--- config.mk ---
export PLATFORM = sky130hd
export DESIGN_NAME = ram_port_arbiter
export DESIGN_NICKNAME = d
export VERILOG_FILES = /design/src/rtl/ram_pkg.sv /design/src/rtl/ram_rr_grant.sv /design/src/rtl/ram_port_arbiter.sv
export SDC_FILE = /design/constraint.sdc
export NUM_CORES = 1
export LEC_CHECK = 0
export BUFFER_PORTS_ARGS = -buffer_cell sky130_fd_sc_hd__buf_2
export CORE_ASPECT_RATIO = 0.75
export CORE_MARGIN = 2
export CORE_UTILIZATION = 44
export CTS_CLUSTER_SIZE = 14
export DETAILED_ROUTE_END_ITERATION = 16
export GPL_ROUTABILITY_DRIVEN = 0
export PLACE_DENSITY = 0.79
export SLEW_MARGIN = 20
export SYNTH_ARGS = -nofsm -noshare
export SYNTH_HDL_FRONTEND = slang
export SYNTH_SLANG_ARGS = --single-unit
--- constraint.sdc ---
create_clock -name clk_peripheral -period 1.7 [get_ports clk_peripheral]
set_input_delay 0.085 -clock clk_peripheral [delete_from_list [all_inputs] [get_ports clk_peripheral]]
set_output_delay 0.085 -clock clk_peripheral [all_outputs]
set_load 0.01 [all_outputs]
--- src/rtl/ram_pkg.sv ---
// ram_pkg: shared FSM encoding, width defaults and port-select constants
// for the two-port RAM arbiter.
`default_nettype none

package ram_pkg;

  localparam int RAM_ADDR_W = 21;
  localparam int RAM_DATA_W = 8;

  localparam logic PORT_A = 1'b0;
  localparam logic PORT_B = 1'b1;

  typedef enum logic [1:0] {
    IDLE   = 2'd0,
    ISSUE  = 2'd1,
    RDWAIT = 2'd2,
    DONE   = 2'd3
  } state_t;

endpackage

`default_nettype wire

--- src/rtl/ram_rr_grant.sv ---
// ram_rr_grant: two-way round-robin pick with its last_grant register.
`default_nettype none

module ram_rr_grant
  import ram_pkg::*;
(
  input  logic clk,
  input  logic reset,
  input  logic req_a,
  input  logic req_b,
  input  logic take,
  output logic pick_valid,
  output logic pick,
  output logic last_grant
);

  always_comb begin
    pick_valid = req_a | req_b;
    pick       = PORT_A;
    // On contention, favour the port that was not served last.
    if (req_a && req_b) begin
      pick = ~last_grant;
    end else if (req_b) begin
      pick = PORT_B;
    end
  end

  // Resetting to B makes the first contended grant go to A.
  always_ff @(posedge clk) begin
    if (reset) begin
      last_grant <= PORT_B;
    end else if (take) begin
      last_grant <= pick;
    end
  end

endmodule

`default_nettype wire

--- src/rtl/ram_port_arbiter.sv ---
// ram_port_arbiter: shares one memory channel between stallable port A and
// acknowledged port B, one transaction in flight, round-robin grant.
`default_nettype none

module ram_port_arbiter
  import ram_pkg::*;
#(
  parameter int ADDR_W = RAM_ADDR_W,
  parameter int DATA_W = RAM_DATA_W
) (
  input  logic              clk_peripheral,
  input  logic              reset,
  input  logic              a_req,
  input  logic              a_we,
  input  logic [ADDR_W-1:0] a_addr,
  input  logic [DATA_W-1:0] a_wdata,
  output logic [DATA_W-1:0] a_rdata,
  output logic              a_ack,
  output logic              wait_a_n,
  input  logic              b_req,
  input  logic              b_we,
  input  logic [ADDR_W-1:0] b_addr,
  input  logic [DATA_W-1:0] b_wdata,
  output logic [DATA_W-1:0] b_rdata,
  output logic              b_ack,
  output logic              mem_valid,
  input  logic              mem_ready,
  output logic              mem_we,
  output logic [ADDR_W-1:0] mem_addr,
  output logic [DATA_W-1:0] mem_wdata,
  input  logic              mem_rvalid,
  input  logic [DATA_W-1:0] mem_rdata
);

  state_t state;
  state_t state_next;
  logic   pick_valid;
  logic   pick;
  logic   last_grant;
  logic   take;
  logic   rd_latch;
  logic   ack_set;

  // last_grant doubles as the owner of the in-flight transaction.
  ram_rr_grant u_grant (
    .clk        (clk_peripheral),
    .reset      (reset),
    .req_a      (a_req),
    .req_b      (b_req),
    .take       (take),
    .pick_valid (pick_valid),
    .pick       (pick),
    .last_grant (last_grant)
  );

  always_ff @(posedge clk_peripheral) begin
    if (reset) begin
      state <= IDLE;
    end else begin
      state <= state_next;
    end
  end

  always_comb begin
    state_next = state;
    take       = 1'b0;
    rd_latch   = 1'b0;
    ack_set    = 1'b0;
    case (state)
      IDLE: begin
        if (pick_valid) begin
          take       = 1'b1;
          state_next = ISSUE;
        end
      end
      ISSUE: begin
        if (mem_ready) begin
          state_next = mem_we ? DONE : RDWAIT;
        end
      end
      RDWAIT: begin
        // Read data returning in any other state is stale and dropped here.
        if (mem_rvalid) begin
          rd_latch   = 1'b1;
          state_next = DONE;
        end
      end
      DONE: begin
        ack_set    = 1'b1;
        state_next = IDLE;
      end
      default: state_next = IDLE;
    endcase
  end

  always_ff @(posedge clk_peripheral) begin
    if (reset) begin
      mem_valid <= 1'b0;
      mem_we    <= 1'b0;
      mem_addr  <= '0;
      mem_wdata <= '0;
      a_rdata   <= '0;
      b_rdata   <= '0;
      a_ack     <= 1'b0;
      b_ack     <= 1'b0;
      wait_a_n  <= 1'b1;
    end else begin
      a_ack <= 1'b0;
      b_ack <= 1'b0;

      if (take) begin
        mem_valid <= 1'b1;
        mem_we    <= (pick == PORT_B) ? b_we    : a_we;
        mem_addr  <= (pick == PORT_B) ? b_addr  : a_addr;
        mem_wdata <= (pick == PORT_B) ? b_wdata : a_wdata;
      end else if (state == ISSUE && mem_ready) begin
        mem_valid <= 1'b0;
      end

      if (rd_latch) begin
        if (last_grant == PORT_B) begin
          b_rdata <= mem_rdata;
        end else begin
          a_rdata <= mem_rdata;
        end
      end

      if (ack_set) begin
        if (last_grant == PORT_B) begin
          b_ack <= 1'b1;
        end else begin
          a_ack <= 1'b1;
        end
      end

      // Stall A while its request is pending or its transaction is in flight.
      if (ack_set && last_grant == PORT_A) begin
        wait_a_n <= 1'b1;
      end else if (a_req || (state != IDLE && last_grant == PORT_A)) begin
        wait_a_n <= 1'b0;
      end else begin
        wait_a_n <= 1'b1;
      end
    end
  end

endmodule

`default_nettype wire
* Yosys cells after proc, flatten, opt, wreduce, memory -nomap -nowiden
Index checks and enable logic that the tools add are counted.
** Word-level totals
- Register bits :: 53
- Bits in latches :: 0
- Memory bits (writable) :: 0
- Bits in read-only memories :: 0
- Input port bits :: 74
- Word-level logic and storage cells :: 53
- Memories :: 0
** Cells by class
- $add $sub $neg :: 0
- $mul :: 0
- Div/mod/pow operators :: 0
- $lt $le $gt $ge :: 0
- Equal/unequal tests :: 6
- Shift-type cells :: 0
- Mux-type cells :: 20
- Bitwise logic cells :: 3
- Reductions and logical operators :: 13
** Operators by type and width (number)
- $mux W21 :: 1
- $mux W1 :: 14
- $mux W8 :: 1
- $pmux W2 S4 :: 1
- $mux W2 :: 3
- $ne A2 B2 Y1 const B :: 3
- $eq A2 B2 Y1 const B :: 2
- $logic_and A1 B1 Y1 :: 4
- $reduce_and A2 Y1 :: 2
- $reduce_bool A2 Y1 :: 2
- $reduce_or A2 Y1 :: 2
- $reduce_and A3 Y1 :: 1
- $eq A2 B1 Y1 const B :: 1
- $logic_not A2 Y1 :: 1
- $not A1 Y1 :: 2
- $logic_or A1 B1 Y1 :: 1
- $or A1 B1 Y1 :: 1

* Longest topological paths before layout
- Depth in word-level cells :: 4
- Depth in mapped cells :: 7
- Depth with buffers taken out :: 5

* Modules after synthesis
From an unflattened synthesis, not the netlist that was laid out.
** Second synthesis, totals
- Cell total of the unflattened synthesis :: 229
- Area, all modules :: 2492.4 µm²
** By module, submodules not included
- ram_port_arbiter :: instances 1, cells each 224, area an instance 2443.6 µm²
- ram_rr_grant :: instances 1, cells each 5, area an instance 48.8 µm²

* Least setup slack after synthesis
No wires, ideal clock.
- Path kind :: register to register
- Start :: register state[0]
- End :: register state[0]
- Library setup time :: 91 ps
- Data arrival time :: 1361 ps
- Path slack :: 248 ps
- Stages on the path, launching flop included :: 6
- Path buffers :: 0
- Period minus slack after synthesis :: 1452 ps
- Cells stage by stage :: dfxtp_1 -> inv_1 -> ha_1 -> or3b_4 -> and3_1 -> a311oi_1
** Between the ends
- Longest elaborated chain between the ends :: 3
- Elaborated cells between the ends (all ways) :: 9
- Those cells by class :: 6 x eq/ne; 1 x mux; 2 x reduce/logical
** RTL lines
- start: declaration :: line ram_port_arbiter.sv:35 : state_t state;
- start signal: assignment :: line ram_port_arbiter.sv:60 : state <= state_next;
- $eq A2 B2 Y1, or another cell as far along :: line ram_port_arbiter.sv:69 : case (state)
- $ne A2 B2 Y1 (no source line)
- $reduce_and A3 Y1 (no source line)
Several ways; a longest one is shown, not always the timed one.
A chain may end at the register's enable or synchronous reset.

* Worst setup path in the final report
Ends and elaborated chain as after synthesis.

==> flow_summary_export.csv <==
group,metric,value,unit
run_status,outcome,"completed",
yosys,ys_seq_elements,53,
worst_setup_path,cp_top_family,"simple AND/OR/NAND/NOR gates",
yosys,yosysUniqueCellTypes,26,
worst_setup_path,cp.required,1910,ps
routing,ant_nets,0,
timing,grt_setup_unrepaired,"no",
power_and_ir_drop,pwr_density_cell,1410,nW/um^2
timing,min_period_over_period,0.924,
clock_tree,clk_pin_slew,90,ps
power_and_ir_drop,finalPower,4.22,mW
timing,setup_ws,130,ps
clock_tree,clock_latency,290,ps
placement,io_buffers,123,
worst_setup_path,r2r_slack,130,ps
floorplanning,dieArea,5670,um^2
global_route,antenna_found_initial,0,
worst_setup_path,path_cells,"inv_1, ha_2, or3b_4, and3_1, a311oi_1",
final_layout,fillCellCount,471,
timing,max_slew_margin,0.783,
placement,pre_cts_ws,109,ps
yosys,synth_top_area_frac,0.475,
worst_setup_path,reg2reg_depth,5,
floorplanning,die_x,86.3,um
worst_setup_path,regToRegEndpoint,"state[0]$_SDFFE_PP0P_",
final_layout,drive_gt1_frac,0.378,
worst_setup_path,cp.buffers_inverters,1,
timing,setup_viol,0,
yosys,synth_most_common_cell,"nand2_1",
clock_tree,numCtsBuffers,5,
routing,first_pass_iters,4,
timing,final_hold_viol_count,0,
flow_run,maxCapViolCount,0,
global_route,grt_pass1_vias,1997,
floorplanning,core-area,4900,um^2
global_route,use_met3,0.0515,
global_route,grtUsageMet1,0.251,
timing,slew_violations,0,
timing,final.setup.tns,0,ps
yosys,yosysTopAreaCell,"dfxtp_1",
hold_path,hold_path_depth,3,
timing,max_slew.worst_pin.slew,323,ps
routing,first_iter_violations,108,
timing,fmax,637,MHz
worst_setup_path,crit_arrival,1780,ps
placement,dp_hpwl,4140,um
global_route,grt_pass1_wl,8980,um
yosys,ys_top_cells_by_count,"nand2_1 (61), dfxtp_1 (53), nor2_1 (48), a311oi_1 (31), mux2i_1 (16)",
yosys,syn-instance-count,259,
final_layout,diodes,0,
yosys,syn_avg_cell_area,8.62,um^2
clock_tree,cts_tree,"built",
power_and_ir_drop,vdd_drop_max,0.000795,V
hold_path,hp-class,"in -> reg",
clock_tree,root_buffer,"clkbuf_8",
routing,drc,0,
clock_tree,postCtsSetupRepairBufs,0,
routing,wl_per_cell,12.5,um
worst_setup_path,start_kind,"register",
final_layout,finish.net_count,456,
yosys,netlist_area,2230,um^2
worst_setup_path,cp.depth,5,
yosys,synth_edf_count,0,
worst_setup_path,crit_type,"reg -> reg",
yosys,async_reset_ff_frac,0,
floorplanning,boundaryPins,124,
worst_setup_path,crit_fanout,5,
worst_setup_path,crit_path_top_delay_cell,"or3b_4",
routing,vias_per_cell,5.00,
global_route,grt_remaining_overflow,0,
floorplanning,rows,22,
routing,dr_total_vias,2188,
hold_path,whs_endpoint,"b_rdata[5]$_SDFFE_PP0P_",
yosys,synth_area_leaders,"dfxtp_1 (48%), a311oi_1 (12%), nand2_1 (10%), nor2_1 (8.1%), mux2i_1 (7.2%)",
power_and_ir_drop,p_leak,1.57,nW
clock_tree,max-clock-path-buffers,2,
floorplanning,start_util,0.456,
clock_tree,clock_sinks,53,
global_route,top_usage_layer,"met2",
hold_path,min-delay-start,"mem_rdata[5]",
worst_setup_path,end_kind,"register",
clock_tree,htree_levels,2,
global_route,use_met2,0.337,
global_route,grt_max_degree,43,
routing,routed_wl,5490,um
final_layout,area_delta_synth_final,34.1,%
yosys,synth.yosys.seq_area_share,0.475,
worst_setup_path,critPathMaxStageDelay,400,ps
timing,finClkSkew,5.14,ps
global_route,grt.total_usage,0.198,
floorplanning,die_y,65.7,um
yosys,synth-main-ff-cell,"dfxtp_1",
yosys,ys_warn_count,0,
timing,period_minus_slack,1570,ps
yosys,synth_nets,338,
worst_setup_path,r2r_start,"state[0]$_SDFFE_PP0P_",
timing repair:
item                                    4_1_cts  5_1_grt
endpoints found under the setup margin        0        2
hold buffers                                  0        0
resized for setup                             0        1
state kept, by name, indices dropped and copies added (netlist names):
name / count
mem_addr: 21
a_rdata: 8
b_rdata: 8
mem_wdata: 8
state: 2
a_ack: 1
b_ack: 1
mem_valid: 1
mem_we: 1
u_grant.last_grant: 1
wait_a_n: 1
placed cells by master, fill, tap and decap left out, types with 2 or more instances in the layout:
cell type / netlist / final
buf_2: 11 / 123
nand2_1: 61 / 61
dfxtp_1: 53 / 53
nor2_1: 48 / 48
a311oi_1: 31 / 31
mux2i_1: 16 / 16
buf_4: 3 / 6
a21oi_1: 5 / 5
clkbuf_8: 0 / 5
ha_1: 5 / 4
inv_1: 3 / 3
nor3b_1: 2 / 2
nand2b_1: 2 / 2
clkinv_2: 0 / 2
buf_12: 0 / 2
routing by layer:
| metal | up-vias | wire [um] |
|---|---|---|
| li1 | 1129 | - |
| met1 | 996 | 2500 |
| met2 | 61 | 2650 |
| met3 | 2 | 310 |
| met4 | 0 | 27 |
| met5 | - | 0 |
through the flow:
step	hold WS, ps	cell area (um^2)	utilization	cells
finish	33.1	3000	0.611	438
global route	22.7	3000	0.611	438
CTS	27.5	2990	0.611	438
detailed placement	337	2910	0.594	430
global placement	330	2910	0.594	430
floorplan	197	2230	-	259
power by group:
part           switching [mW]  leakage (nW)  internal (mW)
Sequential              0.191         0.436           1.59
Combinational           0.994          1.09          0.775
Clock                   0.383        0.0450          0.286
area by class of cell:
class	count	area [um^2]	area share
sequential	53	1060	0.354
clock inverter	2	10.0	0.00334
tap	60	75.1	0.0251
timing repair buffer	131	701	0.234
clock buffer	6	72.6	0.0242
multi-input combinational	183	1060	0.355
inverter	3	11.3	0.00376
cell families after synthesis:
group / synth area share
adder cells (fa/ha/maj): 0.0280
AND/OR/NAND/NOR: 0.216
buffers and inverters: 0.0499
flip-flops: 0.475
multiplexers: 0.0717
AO/OA/AOI/OAI: 0.159
how the worst max path moves through the flow:
stage                               start                         to
floorplan           state[0]$_SDFFE_PP0P_      state[0]$_SDFFE_PP0P_
global placement    state[0]$_SDFFE_PP0P_      state[0]$_SDFFE_PP0P_
CTS                 state[0]$_SDFFE_PP0P_      state[0]$_SDFFE_PP0P_
detailed placement  state[0]$_SDFFE_PP0P_      state[0]$_SDFFE_PP0P_
global route        state[0]$_SDFFE_PP0P_  mem_wdata[7]$_SDFFE_PP0P_
finish              state[0]$_SDFFE_PP0P_      state[0]$_SDFFE_PP0P_
worst reg2reg max path, cell delays in order (launching register included):
cell	delay, ps
dfxtp_1	360
inv_1	140
ha_2	240
or3b_4	400
and3_1	150
a311oi_1	190
(Power assumes the default switching activity.)
